<file path="src/rtl/uart_dma_if.sv">
// Signal bundle between the UART DMA engine, the UART receiver/transmitter and the hub.
// The master modport is the DMA engine's view; the slave modport is its surroundings.
interface uart_dma_if;
    logic        rx_valid;
    logic [7:0]  rdata;
    logic        rx_ferr;
    logic        instr_ready;
    logic        mem_ready;
    logic [31:0] data;
    logic        program_loaded;
    logic        tx_start;
    logic [7:0]  sdata;
    logic        tx_busy;
    logic [7:0]  err_count;

    modport master (
        input  rx_valid, rdata, rx_ferr, tx_busy,
        output instr_ready, mem_ready, data, program_loaded, tx_start, sdata, err_count
    );

    modport slave (
        output rx_valid, rdata, rx_ferr, tx_busy,
        input  instr_ready, mem_ready, data, program_loaded, tx_start, sdata, err_count
    );
endinterface

</file>
<file path="src/rtl/uart_dma_controller.sv">
// Receive-side DMA: packs UART bytes into little-endian words, boot-loads a length-prefixed
// program, acknowledges it over the shared transmitter, then streams data words to the hub.
module uart_dma_controller #(
    parameter int unsigned MAX_INSTR_WORDS = 256,
    parameter logic [7:0]  ACK_BYTE        = 8'h99
) (
    input logic       clock,
    input logic       reset,
    uart_dma_if.master bus
);

    typedef enum logic [2:0] {StWaitLen, StLoad, StSendAck, StAckDrain, StRun} state_e;

    state_e      state_q, state_d;
    logic [1:0]  byte_cnt_q, byte_cnt_d;
    logic [23:0] shift_q, shift_d;
    logic [31:0] word_cnt_q, word_cnt_d;
    logic [31:0] len_q, len_d;
    logic [31:0] data_q, data_d;
    logic        instr_q, instr_d;
    logic        mem_q, mem_d;
    logic        loaded_q, loaded_d;
    logic        tx_start_q, tx_start_d;
    logic [7:0]  sdata_q, sdata_d;
    logic [7:0]  err_q, err_d;
    logic        drain_first_q, drain_first_d;

    logic        in_ack;
    logic        byte_ok;
    logic        byte_err;
    logic        word_done;
    logic [31:0] word;

    assign in_ack    = (state_q == StSendAck) || (state_q == StAckDrain);
    assign byte_ok   = bus.rx_valid && !bus.rx_ferr && !in_ack;
    // Bytes arriving while the ack is in flight are dropped and counted like framing errors.
    assign byte_err  = bus.rx_valid && (bus.rx_ferr || in_ack);
    assign word_done = byte_ok && (byte_cnt_q == 2'd3);
    assign word      = {bus.rdata, shift_q};

    always_comb begin
        state_d       = state_q;
        byte_cnt_d    = byte_cnt_q;
        shift_d       = shift_q;
        word_cnt_d    = word_cnt_q;
        len_d         = len_q;
        data_d        = data_q;
        instr_d       = 1'b0;
        mem_d         = 1'b0;
        loaded_d      = loaded_q;
        tx_start_d    = 1'b0;
        sdata_d       = sdata_q;
        err_d         = err_q;
        drain_first_d = drain_first_q;

        if (byte_err && (err_q != 8'hff)) begin
            err_d = err_q + 8'd1;
        end
        if (bus.rx_valid && bus.rx_ferr && !in_ack) begin
            byte_cnt_d = 2'd0;
        end

        if (byte_ok) begin
            byte_cnt_d = byte_cnt_q + 2'd1;
            case (byte_cnt_q)
                2'd0:    shift_d[7:0]   = bus.rdata;
                2'd1:    shift_d[15:8]  = bus.rdata;
                2'd2:    shift_d[23:16] = bus.rdata;
                default: ;
            endcase
        end

        case (state_q)
            StWaitLen: begin
                if (word_done) begin
                    len_d      = word;
                    word_cnt_d = 32'd0;
                    state_d    = (word == 32'd0) ? StSendAck : StLoad;
                end
            end
            StLoad: begin
                if (word_done) begin
                    word_cnt_d = word_cnt_q + 32'd1;
                    // Words past the code segment are consumed silently.
                    if (word_cnt_q < MAX_INSTR_WORDS) begin
                        instr_d = 1'b1;
                        data_d  = word;
                    end
                    if ((word_cnt_q + 32'd1) == len_q) begin
                        state_d = StSendAck;
                    end
                end
            end
            StSendAck: begin
                if (!bus.tx_busy) begin
                    tx_start_d    = 1'b1;
                    sdata_d       = ACK_BYTE;
                    drain_first_d = 1'b1;
                    state_d       = StAckDrain;
                end
            end
            StAckDrain: begin
                // The transmitter raises busy one cycle after start, so skip that cycle.
                if (drain_first_q) begin
                    drain_first_d = 1'b0;
                end else if (!bus.tx_busy) begin
                    state_d  = StRun;
                    loaded_d = 1'b1;
                end
            end
            StRun: begin
                if (word_done) begin
                    mem_d  = 1'b1;
                    data_d = word;
                end
            end
            default: state_d = StWaitLen;
        endcase
    end

    always_ff @(posedge clock or negedge reset) begin
        if (!reset) begin
            state_q       <= StWaitLen;
            byte_cnt_q    <= 2'd0;
            shift_q       <= 24'd0;
            word_cnt_q    <= 32'd0;
            len_q         <= 32'd0;
            data_q        <= 32'd0;
            instr_q       <= 1'b0;
            mem_q         <= 1'b0;
            loaded_q      <= 1'b0;
            tx_start_q    <= 1'b0;
            sdata_q       <= 8'd0;
            err_q         <= 8'd0;
            drain_first_q <= 1'b0;
        end else begin
            state_q       <= state_d;
            byte_cnt_q    <= byte_cnt_d;
            shift_q       <= shift_d;
            word_cnt_q    <= word_cnt_d;
            len_q         <= len_d;
            data_q        <= data_d;
            instr_q       <= instr_d;
            mem_q         <= mem_d;
            loaded_q      <= loaded_d;
            tx_start_q    <= tx_start_d;
            sdata_q       <= sdata_d;
            err_q         <= err_d;
            drain_first_q <= drain_first_d;
        end
    end

    assign bus.instr_ready    = instr_q;
    assign bus.mem_ready      = mem_q;
    assign bus.data           = data_q;
    assign bus.program_loaded = loaded_q;
    assign bus.tx_start       = tx_start_q;
    assign bus.sdata          = sdata_q;
    assign bus.err_count      = err_q;

endmodule

</file>
<file path="src/flat_wrapper.sv">
// flat-port wrapper written by rule: the top's interface ports become plain ports
module uart_dma_controller_flat 
#(
    parameter int unsigned MAX_INSTR_WORDS = 256,
    parameter logic [7:0]  ACK_BYTE        = 8'h99
)
  (clock, reset, bus_rx_valid, bus_rdata, bus_rx_ferr, bus_tx_busy, bus_instr_ready, bus_mem_ready, bus_data, bus_program_loaded, bus_tx_start, bus_sdata, bus_err_count);
  uart_dma_if bus_i ();
  input logic clock;
  input logic reset;
  input wire logic [$bits(bus_i.rx_valid)-1:0] bus_rx_valid;
  input wire logic [$bits(bus_i.rdata)-1:0] bus_rdata;
  input wire logic [$bits(bus_i.rx_ferr)-1:0] bus_rx_ferr;
  input wire logic [$bits(bus_i.tx_busy)-1:0] bus_tx_busy;
  output wire logic [$bits(bus_i.instr_ready)-1:0] bus_instr_ready;
  output wire logic [$bits(bus_i.mem_ready)-1:0] bus_mem_ready;
  output wire logic [$bits(bus_i.data)-1:0] bus_data;
  output wire logic [$bits(bus_i.program_loaded)-1:0] bus_program_loaded;
  output wire logic [$bits(bus_i.tx_start)-1:0] bus_tx_start;
  output wire logic [$bits(bus_i.sdata)-1:0] bus_sdata;
  output wire logic [$bits(bus_i.err_count)-1:0] bus_err_count;
  assign bus_i.rx_valid = bus_rx_valid;
  assign bus_i.rdata = bus_rdata;
  assign bus_i.rx_ferr = bus_rx_ferr;
  assign bus_i.tx_busy = bus_tx_busy;
  assign bus_instr_ready = bus_i.instr_ready;
  assign bus_mem_ready = bus_i.mem_ready;
  assign bus_data = bus_i.data;
  assign bus_program_loaded = bus_i.program_loaded;
  assign bus_tx_start = bus_i.tx_start;
  assign bus_sdata = bus_i.sdata;
  assign bus_err_count = bus_i.err_count;
  uart_dma_controller #(.MAX_INSTR_WORDS(MAX_INSTR_WORDS), .ACK_BYTE(ACK_BYTE)) u_core (.clock(clock), .reset(reset), .bus(bus_i));
endmodule
</file>
<file path="config.mk">
export PLATFORM = sky130hd
export DESIGN_NAME = uart_dma_controller_flat
export DESIGN_NICKNAME = d
export VERILOG_FILES = /design/src/rtl/uart_dma_if.sv /design/src/rtl/uart_dma_controller.sv /design/src/flat_wrapper.sv
export SDC_FILE = /design/constraint.sdc
export NUM_CORES = 1
export LEC_CHECK = 0
export ABC_CLOCK_PERIOD_IN_PS = 9800
export CORE_MARGIN = 10
export CORE_UTILIZATION = 44
export DETAILED_ROUTE_END_ITERATION = 16
export PLACE_DENSITY_LB_ADDON = 0.05
export SYNTH_ARGS = -nofsm -noshare
export SYNTH_HDL_FRONTEND = slang
export SYNTH_SLANG_ARGS = --single-unit
</file>
<file path="constraint.sdc">
create_clock -name clock -period 9.8 [get_ports clock]
set_clock_uncertainty 0.2 [all_clocks]
set_input_delay 1.96 -clock clock [delete_from_list [all_inputs] [get_ports clock]]
set_output_delay 1.96 -clock clock [all_outputs]
set_load 0.03 [all_outputs]
</file>
* Word-level counts from Yosys, hierarchy flattened *
Index checks and enable logic that the tools add are counted.

word-level totals
  bits in registers = 139
  input bits = 13
  output and inout bits = 52
  logic and storage cells = 93

cells by class
  add/sub/neg operators = 3
  magnitude comparators = 1
  equality and inequality tests = 17
  mux-type cells = 26
  bitwise logic cells = 3
  reduce and logical (&&, ||, !) cells = 28

operator list
  cell                                                                           count
  32-bit two-way mux                                                             5
  32-bit case mux with 2 select lines                                            2
  32-bit by 1-bit adder with 32-bit output, second input constant                1
  32-bit equality test                                                           1
  32-bit logical NOT                                                             1
  32-bit by 9-bit less-than comparator with 1-bit output, second input constant  1
  3-bit two-way mux                                                              6
  3-bit case mux with 5 select lines                                             1
  2-bit AND reduction                                                            6
  2-bit by 1-bit != test with 1-bit output, second input constant                5
  8-bit by 1-bit adder with 8-bit output, second input constant                  1
  1-bit two-way mux                                                              8
  8-bit != test, second input constant                                           1
  2-bit nonzero test                                                             4
  1-bit logical AND                                                              7
  7-bit AND reduction                                                            1
  3-bit by 2-bit equality test with 1-bit output, second input constant          2
  2-bit two-way mux                                                              3
  2-bit != test, second input constant                                           3
  3-bit AND reduction                                                            2
  2-bit equality test, second input constant                                     2
  4-bit AND reduction                                                            1
  3-bit by 1-bit equality test with 1-bit output, second input constant          1
  3-bit equality test, second input constant                                     1
  8 further kinds                                                                12

* Logic depth before layout (Yosys ltp) *
Gate-level depths: netlist (run 1).

  depth after elaboration = 7
  depth in mapped cells = 11
  mapped depth without buffers = 8

* Worst setup path after synthesis (run 1) *
No wires, ideal clock.

  path type = in2reg
  from = in bus_rx_ferr
  to = reg u_core.data_q[24] (netlist: u_core.bus.data[24])
  data arrival time = 4111 ps
  data required time = 9475 ps
  setup slack = 5364 ps
  cell stages on the path = 9
  cell sequence = nor3b_1 -> nand2_1 -> or3_1 -> clkbuf_1 -> nor4_1 -> or2_2 -> clkbuf_1 -> buf_2 -> mux2_2

between the ends
  longest elaborated chain between the ends = 6

RTL lines
  what                                                       RTL line                    source
  start, declared                                            flat_wrapper.sv:13          input wire logic [$bits(bus_i.rx_ferr)-1:0] bus_rx_ferr;
  1-bit logical NOT (*)                                      uart_dma_controller.sv:35   assign byte_ok = bus.rx_valid && !bus.rx_ferr && !in_ack;
  1-bit logical AND (*) (2 in a row)                         uart_dma_controller.sv:35
  1-bit logical AND (*)                                      uart_dma_controller.sv:38   assign word_done = byte_ok && (byte_cnt_q == 2'd3);
  2-bit by 1-bit != test with 1-bit output (no source line)  --
  4-bit AND reduction (no source line) (*)                   --
  end signal, assigned                                       uart_dma_controller.sv:142  data_q <= data_d;
  end, declared                                              uart_dma_controller.sv:19   logic [31:0] data_q, data_d;

Every way passes the cells marked *; elsewhere a longest branch is shown, timed or not.
A chain may end at the register's enable or synchronous reset.

* Worst setup path in the final report (run 1) *
  from = in bus_rx_valid
  to = reg u_core.data_q[1] (netlist: u_core.bus.data[1])

between the ends
  longest elaborated chain between the ends = 5

RTL lines
  what                                                       RTL line                   source
  start, declared                                            flat_wrapper.sv:11         input wire logic [$bits(bus_i.rx_valid)-1:0] bus_rx_valid;
  1-bit logical AND (*) (2 in a row)                         uart_dma_controller.sv:35
  1-bit logical AND (*)                                      uart_dma_controller.sv:38
  2-bit by 1-bit != test with 1-bit output (no source line)  --
  4-bit AND reduction (no source line) (*)                   --

Marks and branches as above.

==> impl_metrics.py, run 1 <==
metrics = {
    "status": {
        "outcome": "finished clean",
    },
    "cts": {
        "cts_buffers": 17,
        "htreeDepth": 4,
        "hold_buffers": 0,
        "cts_sinks": 139,
        "cts-resized-gates": 0,
        "clock-root-buffer": "clkbuf_16",
        "clkSlewWorstSetupHoldPaths_ns": 0.06,
        "post_cts_buffers": 0,
        "clockBufferDepth": 2,
        "cts_tree": "built",
        "clock_latency_ns": 0.42,
    },
    "timing": {
        "worst_slack_ns": 4.51,
        "hold_violations": 0,
        "fin_tns_setup_ns": 0,
        "worst_pin_slew_ns": 1.06,
        "setup_viol": 0,
        "rsz0062_at_grt": "no",
        "drv_slew": 0,
        "whs_ns": 0.285,
        "fmax_mhz": 189,
        "relSlewSlack_pct": 28.7,
        "period_needed_ns": 5.29,
        "fin_crit_sh_pct": 54.0,
    },
    "pwr": {
        "p_sw_mw": 0.510,
        "seqPwrFrac_pct": 44.7,
        "pwr-share-comb_pct": 15.4,
        "p_per_area_nw_per_um2": 201,
        "clkPwrFrac_pct": 40.0,
        "p_int_mw": 1.17,
        "vdd_drop_max_uv": 159,
        "leakage_nw": 3.61,
        "swShare_pct": 30.4,
    },
    "route": {
        "firstDrtPassIters": 5,
        "num_vias": 5303,
        "wl_per_cell_um": 19.9,
        "drc_errors": 0,
        "drt-initial-drc-count": 390,
        "antenna_left": 0,
        "drt-total-wl_um": 18400,
        "vias_per_cell": 5.73,
    },
    "floorplan": {
        "core-area_sq_um": 15800,
        "die_area_sq_um": 21400,
        "num_io_pins": 65,
        "rows": 46,
        "start_util_pct": 44.6,
        "die_w_um": 146,
        "die_y_um": 146,
    },
    "logic_synthesis": {
        "yosysWarnings": 0,
        "seq_area_frac_synth_pct": 49.5,
        "syn_inst": 657,
        "yosysUniqueCellTypes": 59,
        "syn_area_per_cell_sq_um": 10.7,
        "synth_area_sq_um": 7030,
        "synth_ff_type": "dfrtp_1",
        "synth-async-reset-ratio_pct": 100,
        "ys_seq_elements": 139,
        "synth_edf_count": 0,
    },
    "placement": {
        "port_buffers": 60,
        "place_ws_ns": 4.05,
        "hpwl_um": 13000,
        "place_area_sq_um": 7730,
        "place.gp.congestion": 0.909,
    },
    "grt": {
        "grt.overflow.total": 0,
        "grt_use_total_pct": 17.3,
        "antenna_found_initial": 0,
        "grt_pass1_vias": 5317,
        "grt_max_degree": 82,
        "grt_pass1_wl_um": 29900,
    },
    "layout": {
        "utilization_pct": 53.0,
        "area_delta_synth_final_pct": 18.8,
        "nNetsFinal": 715,
        "n_antenna_cell": 0,
        "fin_area_sq_um": 8350,
        "drive_gt1_share_pct": 19.7,
    },
    "worst_setup_path": {
        "cp_max_fo": 42,
        "cp-end-kind": "flip-flop",
        "rrSetupSlack_ns": 5.58,
        "crit_type": "in -> reg",
        "slowest_delay_ns": 0.70,
        "crit_chain": "clkdlybuf4s50_1 > nor3b_1 > nand2_1 > or3_1 > buf_4 > nor4_1 > or2_2 > mux2_2",
        "cp_slowest_cell": "or2_2",
        "worstSetupStartpointType": "input pin",
        "cp.required_ns": 9.91,
        "cp.arrival_ns": 5.40,
    },
    "hold_path": {
        "hold_path.class": "reg -> reg",
    },
    "flow_run": {
        "cap_violations": 0,
    },
}
## worst max-delay path: cells and delay by family
family	cells	cell delay (ns)
muxes	1	0.41
buffers and inverters	2	0.76
and+or+nand+nor	5	2.23
## per-layer routing
metal | vias up | wire length, um | share of wire, % | global-route usage, %
met2 | 147 | 8220 | 45 | 26.1
met5 | - | 0 | 0 | 0
met1 | 2645 | 8930 | 48 | 23.8
li1 | 2482 | - | - | -
met4 | 0 | 323 | 1.8 | 6.16
met3 | 29 | 968 | 5.3 | 4.23
## flip-flops by register name, indices dropped and copies added, names as in the netlist, 2 cells and up
register and count:
u_core.shift_q 24, u_core.bus.err_count 8, u_core.word_cnt_q 32, u_core.state_q 3, u_core.len_q 32, u_core.bus.data 32, u_core.byte_cnt_q 2
## Yosys cell counts, drive strengths merged, types with 16 or more instances
cell	instances	area [sq um]
buf	22	126
nand2	55	206
a21oi	16	80.1
dfrtp	139	3480
xnor2	29	254
o21ai	49	245
nor3	16	80.1
mux2	87	980
nor4	21	138
clkbuf	26	100
nor2	29	109
nand4	19	134
## logic make-up after synthesis
family,after synthesis,share of synthesized area (%)
other cells,1,0.0533
buf+inv,58,3.76
fa+ha+maj,6,1.07
mux,88,14.1
xor+xnor,43,5.36
flops,139,49.5
compound gates,118,10.6
simple gates,204,15.6
## metrics by stage
step                total power, mW  std cells
finish                         1.68        925
global route                   1.75        925
CTS                            1.70        925
detailed placement             1.02        893
global placement               1.01        893
floorplan                     0.894        660
## layout by cell type (no fill, tap or decap), drive strengths merged, types with 3 or more instances in the layout
cell | Yosys | final
xor2 | 14 | 14
clkinv | 0 | 3
ha | 6 | 6
nor2 | 29 | 29
and3 | 7 | 7
buf | 22 | 6
o21a | 3 | 3
o2111ai | 4 | 4
nor2b | 4 | 4
dfrtp | 139 | 139
a21o | 3 | 3
o41ai | 3 | 3
nand2 | 55 | 55
nand4 | 19 | 19
o21ai | 49 | 49
clkdlybuf4s50 | 0 | 59
clkbuf | 26 | 17
and2 | 4 | 4
or2 | 7 | 7
nor4 | 21 | 21
conb | 1 | 4
inv | 10 | 20
xnor2 | 29 | 29
o31ai | 12 | 12
a21oi | 16 | 16
or3 | 6 | 6
mux2 | 87 | 87
or4 | 6 | 6
nand3 | 14 | 14
and4 | 6 | 6
nand2b | 4 | 4
nor3 | 16 | 16
a31oi | 8 | 8
## power groups by stage
stage	Combinational, mW	Sequential (mW)	Clock, mW
2_1_floorplan	0.137	0.757	0
3_3_place_gp	0.256	0.754	0
3_5_place_dp	0.260	0.756	0
4_1_cts	0.262	0.746	0.687
5_1_grt	0.279	0.760	0.715
6_report	0.257	0.749	0.670
## area by class of cell
type                    count  area, sq um
clock buffers              17          425
fillers                  1400         7420
well taps                 216          270
clock inverters            15          196
repair buffers             65          639
multi-input cells         463         3300
flip-flops and latches    139         3480
inverters                  10         37.5
## path summary, 6_finish.rpt
check	cells after the start	start	to
hold reg to reg	1	u_core.bus.program_loaded	u_core.bus.program_loaded
min in group asynchronous	1	reset	u_core.word_cnt_q[22]
setup / recovery	8	bus_rx_valid	u_core.bus.data[1]
hold / removal	1	u_core.bus.program_loaded	u_core.bus.program_loaded
max in group asynchronous	2	reset	u_core.len_q[13]
setup reg to reg	8	u_core.word_cnt_q[0]	u_core.state_q[0]
(Power assumes the default switching activity.)
==> inputs of run 2 (changes only) <==
--- a/config.mk
+++ b/config.mk
@@ -5,7 +5,7 @@
 export SDC_FILE = /design/constraint.sdc
 export NUM_CORES = 1
 export LEC_CHECK = 0
-export ABC_CLOCK_PERIOD_IN_PS = 9800
+export ABC_CLOCK_PERIOD_IN_PS = 5300
 export CORE_MARGIN = 10
 export CORE_UTILIZATION = 44
 export DETAILED_ROUTE_END_ITERATION = 16
==> constraint.sdc (replaced) <==
create_clock -name clock -period 5.3 [get_ports clock]
set_clock_uncertainty 0.2 [all_clocks]
set_input_delay 1.06 -clock clock [delete_from_list [all_inputs] [get_ports clock]]
set_output_delay 1.06 -clock clock [all_outputs]
set_load 0.03 [all_outputs]
==> impl_metrics.py, run 2 (synthesis gave the netlist of run 1 again) <==
metrics = {
    "status": {
        "outcome": "finished clean",
    },
    "floorplan": {
        "die_area_sq_um": 21400,
        "num_io_pins": 65,
        "die_w_um": 146,
        "start_util_pct": 44.6,
        "rows": 46,
        "die_y_um": 146,
        "core-area_sq_um": 15800,
    },
    "layout": {
        "area_delta_synth_final_pct": 18.0,
        "fin_area_sq_um": 8300,
        "n_fill_cell": 1432,
        "n_antenna_cell": 0,
        "mostFrequentLayoutCells": "dfrtp_1 (139), mux2_2 (87), clkdlybuf4s50_1 (59)",
        "utilization_pct": 52.6,
        "layout_commonest_cell": "dfrtp_1",
        "drive_gt1_share_pct": 19.9,
        "nNetsFinal": 716,
    },
    "placement": {
        "place_ws_ns": 0.877,
        "port_buffers": 60,
        "hpwl_um": 13100,
        "place.gp.congestion": 0.895,
        "place_area_sq_um": 7740,
    },
    "worst_setup_path": {
        "crit_type": "in -> reg",
        "cp_max_fo": 32,
        "crit_chain": "clkdlybuf4s50_1 > nor3b_1 > nand2_1 > or3_1 > nor4_1 > or2_2 > mux2_2",
        "crit_family": "simple AND/OR/NAND/NOR gates",
        "worstSetupStartpointType": "input pin",
        "slowest_delay_ns": 0.68,
        "critical_path_buf_inv_count": 1,
        "cp.arrival_ns": 4.13,
        "cp-end-kind": "flip-flop",
        "cp_slowest_cell": "or2_2",
        "cp.required_ns": 5.41,
    },
    "pwr": {
        "total_power_mw": 3.00,
        "vdd_drop_max_uv": 232,
        "swShare_pct": 31.3,
        "pwr-share-comb_pct": 16.0,
        "p_int_mw": 2.06,
        "p_sw_mw": 0.939,
        "seqPwrFrac_pct": 46.0,
        "p_per_area_nw_per_um2": 362,
        "clkPwrFrac_pct": 38.0,
        "leakage_nw": 3.58,
    },
    "timing": {
        "setup_viol": 0,
        "fin_tns_setup_ns": 0,
        "relSlewSlack_pct": 33.4,
        "period_needed_ns": 4.02,
        "hold_violations": 0,
        "fmax_mhz": 249,
        "fin_crit_sh_pct": 75.9,
        "drv_slew": 0,
        "rsz0062_at_grt": "no",
        "worst_slack_ns": 1.28,
        "worst_pin_slew_ns": 0.990,
    },
    "route": {
        "vias_per_cell": 5.65,
        "antenna_left": 0,
        "m1WireLength_um": 9100,
        "drt-total-wl_um": 18700,
        "firstDrtPassIters": 5,
        "routed.top_layer": "met4",
        "wl_met3_um": 1020,
        "drc_errors": 0,
        "dr_wl_met2_um": 8450,
        "num_vias": 5232,
        "wl_per_cell_um": 20.2,
        "drt-initial-drc-count": 436,
    },
    "grt": {
        "grt_pass1_vias": 5290,
        "grt_use_total_pct": 17.9,
        "antenna_found_initial": 0,
        "grt_pass1_wl_um": 30900,
        "grt_max_degree": 101,
        "grt.overflow.total": 0,
    },
    "cts": {
        "hold_buffers": 0,
        "cts_buffers": 17,
        "cts-resized-gates": 0,
        "clkSlewWorstSetupHoldPaths_ns": 0.07,
        "clock_latency_ns": 0.42,
        "htreeDepth": 4,
        "clock-root-buffer": "clkbuf_16",
        "clockBufferDepth": 2,
        "cts_tree": "built",
        "post_cts_buffers": 0,
        "cts_sinks": 139,
    },
    "flow_run": {
        "cap_violations": 0,
    },
    "hold_path": {
        "hold_path.class": "reg -> reg",
    },
}
[run 2: changes by cell type in the layout (fill, tap and decap cells not counted)]
cell        before  now
clkinv_2         0    1
buf_4            5    6
clkbuf_8         0    1
clkinv_4         1    0
bufinv_16        2    0
clkinv_8         2    0
clkinvlp_4       0    3
[run 2: worst register-to-register path: cells and delay by family, from the launching register on]
| kind | cells | cell delay [ns] |
|---|---|---|
| fa+ha+maj | 1 | 0.36 |
| simple gates | 4 | 2.02 |
| flops | 1 | 0.45 |
| compound gates | 3 | 0.77 |
[run 2: layer usage]
layer / track usage, % / up-vias
li1: - / 2475
met1: 25.0 / 2597
met2: 26.8 / 145
met3: 5.16 / 15
met4: 4.30 / 0
met5: 0 / -
[run 2: power groups by stage]
stage,Sequential [mW],Clock (mW),Combinational (mW)
finish,1.38,1.14,0.481
global route,1.41,1.22,0.526
CTS,1.38,1.17,0.490
detailed placement,1.40,0,0.487
global placement,1.39,0,0.475
floorplan,1.40,0,0.253
[run 2: cell type report]
class | instances | area, sq um | share of cell area, %
sequential | 139 | 3480 | 41.9
tap | 216 | 270 | 3.26
timing repair buffer | 66 | 647 | 7.79
clock inverter | 14 | 123 | 1.48
inverter | 10 | 37.5 | 0.452
clock buffer | 18 | 439 | 5.29
multi-input combinational | 463 | 3300 | 39.8
[run 2: per-stage QoR]
stage	cells	hold slack, ns
2_1_floorplan	660	0.274
5_1_grt	926	0.293
3_5_place_dp	894	0.262
4_1_cts	926	0.279
3_3_place_gp	894	0.250
6_report	926	0.271
[run 2: final timing paths]
check	end	start	slack (ns)	cells after the start
worst max register to register	u_core.state_q[0]	u_core.word_cnt_q[0]	1.38	8
worst min register to register	u_core.bus.program_loaded	u_core.bus.program_loaded	0.27	1
worst min-delay path	u_core.bus.program_loaded	u_core.bus.program_loaded	0.27	1
max in group asynchronous	u_core.len_q[30]	reset	3.29	2
worst max-delay path	u_core.bus.data[8]	bus_rx_valid	1.28	7
min in group asynchronous	u_core.word_cnt_q[22]	reset	0.56	1
